**src/rtl/imm_extend_unit.sv**
```systemverilog
// Registered immediate extender: sign, zero, sign+shift and two-beat concat modes, one-cycle latency.
// Define IMM_EXT_CONCAT_EN to build the concat mode and its HELD state; otherwise mode 3 acts as mode 0.
module imm_extend_unit #(
    parameter int IN_W  = 8,
    parameter int OUT_W = 16,
    parameter int SHIFT = 1
) (
    input  logic             clk,
    input  logic             reset,
    input  logic             in_valid,
    input  logic [IN_W-1:0]  in_data,
    input  logic [1:0]       mode,
    output logic             out_valid,
    output logic [OUT_W-1:0] out_data,
    output logic             busy
);

    logic [OUT_W-1:0] sext_w;
    logic [OUT_W-1:0] zext_w;
    logic [OUT_W-1:0] shft_w;

    // Sized signed casts avoid zero-width replications at the OUT_W boundary.
    assign sext_w = OUT_W'($signed(in_data));
    assign zext_w = OUT_W'(in_data);
    assign shft_w = sext_w << SHIFT;

    logic             out_valid_q;
    logic [OUT_W-1:0] out_data_q;

`ifdef IMM_EXT_CONCAT_EN
    // state   | meaning
    // ST_IDLE | no high beat held, busy=0
    // ST_HELD | high beat stored in held_q, waiting for the low beat, busy=1
    typedef enum logic {
        ST_IDLE = 1'b0,
        ST_HELD = 1'b1
    } state_t;

    state_t           state_q;
    logic [IN_W-1:0]  held_q;
    logic             busy_q;
    logic [2*IN_W-1:0] pair_w;
    logic [OUT_W-1:0] cat_w;

    assign pair_w = {held_q, in_data};
    assign cat_w  = OUT_W'($signed(pair_w));

    always_ff @(posedge clk or posedge reset) begin
        if (reset) begin
            state_q     <= ST_IDLE;
            held_q      <= '0;
            busy_q      <= 1'b0;
            out_valid_q <= 1'b0;
            out_data_q  <= '0;
        end else begin
            out_valid_q <= 1'b0;
            if (in_valid) begin
                case (mode)
                    2'd0: begin
                        out_data_q  <= sext_w;
                        out_valid_q <= 1'b1;
                        state_q     <= ST_IDLE;
                        busy_q      <= 1'b0;
                    end
                    2'd1: begin
                        out_data_q  <= zext_w;
                        out_valid_q <= 1'b1;
                        state_q     <= ST_IDLE;
                        busy_q      <= 1'b0;
                    end
                    2'd2: begin
                        out_data_q  <= shft_w;
                        out_valid_q <= 1'b1;
                        state_q     <= ST_IDLE;
                        busy_q      <= 1'b0;
                    end
                    default: begin
                        if (state_q == ST_HELD) begin
                            out_data_q  <= cat_w;
                            out_valid_q <= 1'b1;
                            state_q     <= ST_IDLE;
                            busy_q      <= 1'b0;
                        end else begin
                            held_q  <= in_data;
                            state_q <= ST_HELD;
                            busy_q  <= 1'b1;
                        end
                    end
                endcase
            end
        end
    end

    assign busy = busy_q;
`else
    always_ff @(posedge clk or posedge reset) begin
        if (reset) begin
            out_valid_q <= 1'b0;
            out_data_q  <= '0;
        end else begin
            out_valid_q <= 1'b0;
            if (in_valid) begin
                out_valid_q <= 1'b1;
                case (mode)
                    2'd1:    out_data_q <= zext_w;
                    2'd2:    out_data_q <= shft_w;
                    default: out_data_q <= sext_w;
                endcase
            end
        end
    end

    assign busy = 1'b0;
`endif

    assign out_valid = out_valid_q;
    assign out_data  = out_data_q;

endmodule

```
**config.mk**
```make
export PLATFORM = sky130hd
export DESIGN_NAME = imm_extend_unit
export DESIGN_NICKNAME = d
export VERILOG_FILES = /design/src/rtl/imm_extend_unit.sv
export SDC_FILE = /design/constraint.sdc
export NUM_CORES = 1
export LEC_CHECK = 0
export CAP_MARGIN = 20
export CORE_MARGIN = 10
export CORE_UTILIZATION = 39
export CTS_CLUSTER_DIAMETER = 60
export DETAILED_ROUTE_END_ITERATION = 7
export PLACE_DENSITY = 0.81
export SLEW_MARGIN = 20
export SYNTH_ARGS = -nofsm -noshare
export SYNTH_HDL_FRONTEND = slang
export SYNTH_SLANG_ARGS = --single-unit
```
**constraint.sdc**
```tcl
create_clock -name clk -period 0.9 [get_ports clk]
set_input_delay 0.18 -clock clk [delete_from_list [all_inputs] [get_ports clk]]
set_output_delay 0.18 -clock clk [all_outputs]
set_load 0.03 [all_outputs]
```
==> results by group <==
Final layout
  • Area growth syn-to-layout: 57.52%
  • ANT cells: 0
  • Cell area after layout: 1049 um2
  • Non-Filler Instances: about 100
  • Share of cells above drive strength 1: 64.77%
  • Fin nets: 104
  • Fill cell count: about 130

Placement
  • PortBufs: 29
  • Post-DP Area: a little under 900 um2
  • Routability cong.: 0.6729
  • Placed insts: 92

Worst setup path
  • R2r setup slk: 0.02 ns
  • Worst path top cell family by delay: flip-flops
  • Worst path max stage delay: 0.46 ns
  • Worst Setup EP: out_data[13]
  • Worst Path Required: 0.72 ns
  • Critical Path Start Type: flip-flop
  • FF-to-FF Start: out_data[3]$_DFFE_PP0P_
  • RR Endpoint: out_data[3]$_DFFE_PP0P_
  • WP buf/inv: 1
  • Crit. Startpoint: out_data[14]$_DFFE_PP0P_
  • Worst path depth: 1
  • Critical path fanouts, max: 9
  • Critical Path Sink Type: output pin
  • Critical Path AT: 0.91 ns
  • Crit-path cells: buf_4
  • Critical path type: reg2out
  • Crit-path slowest cell: dfrtp_2
  • FF-to-FF path depth: 4

STA
  • Worst setup margin: -0.1947 ns
  • Min Hold Slack: between 0.15 and 0.2 ns
  • Max Slew Vio Count: 0
  • Fin crit period: 1.095 ns
  • Hold Fails Final Rpt: 0
  • Setup TNS: -2.349 ns
  • RSZ-0062 raised after global routing: yes
  • Maximum clock frequency: 913.5 MHz
  • Setup Skew: 0 ns
  • Final setup viols: 17
  • Fin crit share: 121.6%

Route
  • First-pass DRT Iterations: 3
  • Vias: 507
  • Total wire length: 1626 um
  • Starting DRC count in detailed routing: 3
  • WL per Instance: 15.63 um
  • Post-DRT Antenna Nets: 0
  • DRC violations left: 0
  • Routed vias/inst: 4.875

Floorplan
  • Chip height: between 60 and 70 um
  • Starting density of the core: 42.70%
  • Die area: around 3800 um2
  • Die Wd: 61.32 um
  • FP Rows: 14
  • CORE AREA: 1559 um2
  • I/O Pins: 31

Run
  • Max Cap Violations: 0

Clock network
  • Clock latency at the later pin of the worst-skew pair: 0.27 ns
  • Root Driver: clkbuf_4
  • Clock-pin slew on the worst setup and hold paths: 0.07 ns
  • H-tree level count: 1
  • CTS buffer count: 3
  • Clock tree sinks: 10
  • Post-CTS Hold Fix Bufs: 0
  • CTS tree: built
  • Maximum clock path buffer count: 2

Power
  • Worst VDD drop: around 0.001 V
  • Leakage: 0.4959 nW
  • Pwr dens: 1589 nW/um2

GRT
  • First-pass GRT wire length: 2580 um
  • Vias in the first global route: 584
  • Congestion Overflow GR: 0
  • Initial antenna violation count: 0
  • Largest net degree at the start of global routing: 11
  • Total Routing Usage GR: under 10%

Yosys
  • Avg Cell Area, Syn: 12.10 um2
  • Syn nets: 70
  • Seq/Total Area, Yosys: 37.59%
  • Syn Inst Count: 55
  • Synthesized flop and latch total: 10
  • Synth warn: 0
  • Synth unique cells: 16
  • Mapped cell area: about 670 um2

Min path
  • Worst Hold Class: in2async

Run status
  • Failing checks: setup timing
  • Status: finished, violations left
## cell usage after synthesis, drive strengths merged
library cell / count / area (um2)
conb: 1 / 3.750
o211ai: 2 / 15.01
nand2b: 7 / 66.31
o22ai: 1 / 6.260
o221ai: 7 / 105.1
ha: 2 / 25.02
nand2: 7 / 63.81
dfrtp: 10 / 250.2
buf: 10 / 91.34
inv: 6 / 22.52
o21ai: 1 / 5.000
nor2: 1 / 11.26
## registers in the layout, indices dropped and copies added, names as in the netlist
name       count
out_valid      1
out_data       9
## layout make-up
class | instances | area, um2 | area share, %
repair buffers | 39 | 396.6 | 37.83
multi-input cells | 29 | 321.6 | 30.67
inverters | 6 | 22.52 | 2.148
well taps | 16 | 20.02 | 1.909
clock buffers | 4 | 36.28 | 3.461
flip-flops and latches | 10 | 251.5 | 23.99
## stage by stage
step / power [W] / util (%) / worst slack, ns
4_1_cts: 0.001658 / 65.33 / -0.2035
3_3_place_gp: 0.001135 / 56.66 / -0.5946
6_report: 0.001666 / 67.26 / -0.1947
2_1_floorplan: 0.0009601 / - / 0.002361
5_1_grt: 0.001737 / 67.26 / -0.2254
3_5_place_dp: 0.001145 / 56.66 / -0.6518
## cell usage in the layout (no fill, tap or decap), types with 3 or more instances in the layout
master | synthesis | final
buf_4 | 8 | 14
buf_6 | 1 | 11
clkbuf_4 | 0 | 3
clkdlybuf4s50_1 | 0 | 9
dfrtp_1 | 10 | 9
inv_1 | 6 | 5
nand2_4 | 5 | 5
nand2b_2 | 6 | 5
o221ai_2 | 7 | 7
## layer usage
metal	GRT usage, %	routed length [um]	up-vias	part of all wire, %
li1	-	-	243	-
met1	9.134	607	240	37
met2	16.12	845	21	52
met3	4.733	147	3	9.0
met4	4.886	25	0	1.5
met5	0	0	-	0
## cells by family (layout without fill, tap and decap cells)
| group | Yosys count | in the layout | share of synthesized area [%] |
|---|---|---|---|
| compound gates | 11 | 11 | 19.74 |
| fa+ha+maj | 2 | 2 | 3.759 |
| buf+inv | 16 | 49 | 17.11 |
| flops | 10 | 10 | 37.59 |
| other cells | 1 | 1 | 0.5634 |
| simple gates | 15 | 15 | 21.24 |
## worst min-delay path by stage
stage	startpoint	end	slack [ns]	cells after the start
floorplan	reset	out_data[0]$_DFFE_PP0P_	0.02	1
global placement	reset	out_valid$_DFF_PP0_	0.47	3
detailed placement	reset	out_data[0]$_DFFE_PP0P_	0.48	3
CTS	reset	out_data[0]$_DFFE_PP0P_	0.18	3
global route	reset	out_data[0]$_DFFE_PP0P_	0.20	3
finish	reset	out_data[0]$_DFFE_PP0P_	0.19	3
## where the power goes
group | switching (W) | internal (W) | total [W]
Sequential | 0.0000469 | 0.000501 | 0.000548
Clock | 0.000171 | 0.000246 | 0.000417
Combinational | 0.000358 | 0.000343 | 0.000701
## what timing repair did
| item | in CTS | in global routing |
|---|---|---|
| gates cloned | 1 | 0 |
| endpoints found under the setup margin | 26 | 21 |
| gates resized for setup | 17 | 4 |
| buffers inserted | 5 | 2 |
| pin swaps | 4 | 2 |
No activity file was read; power rests on OpenSTA's default activity.
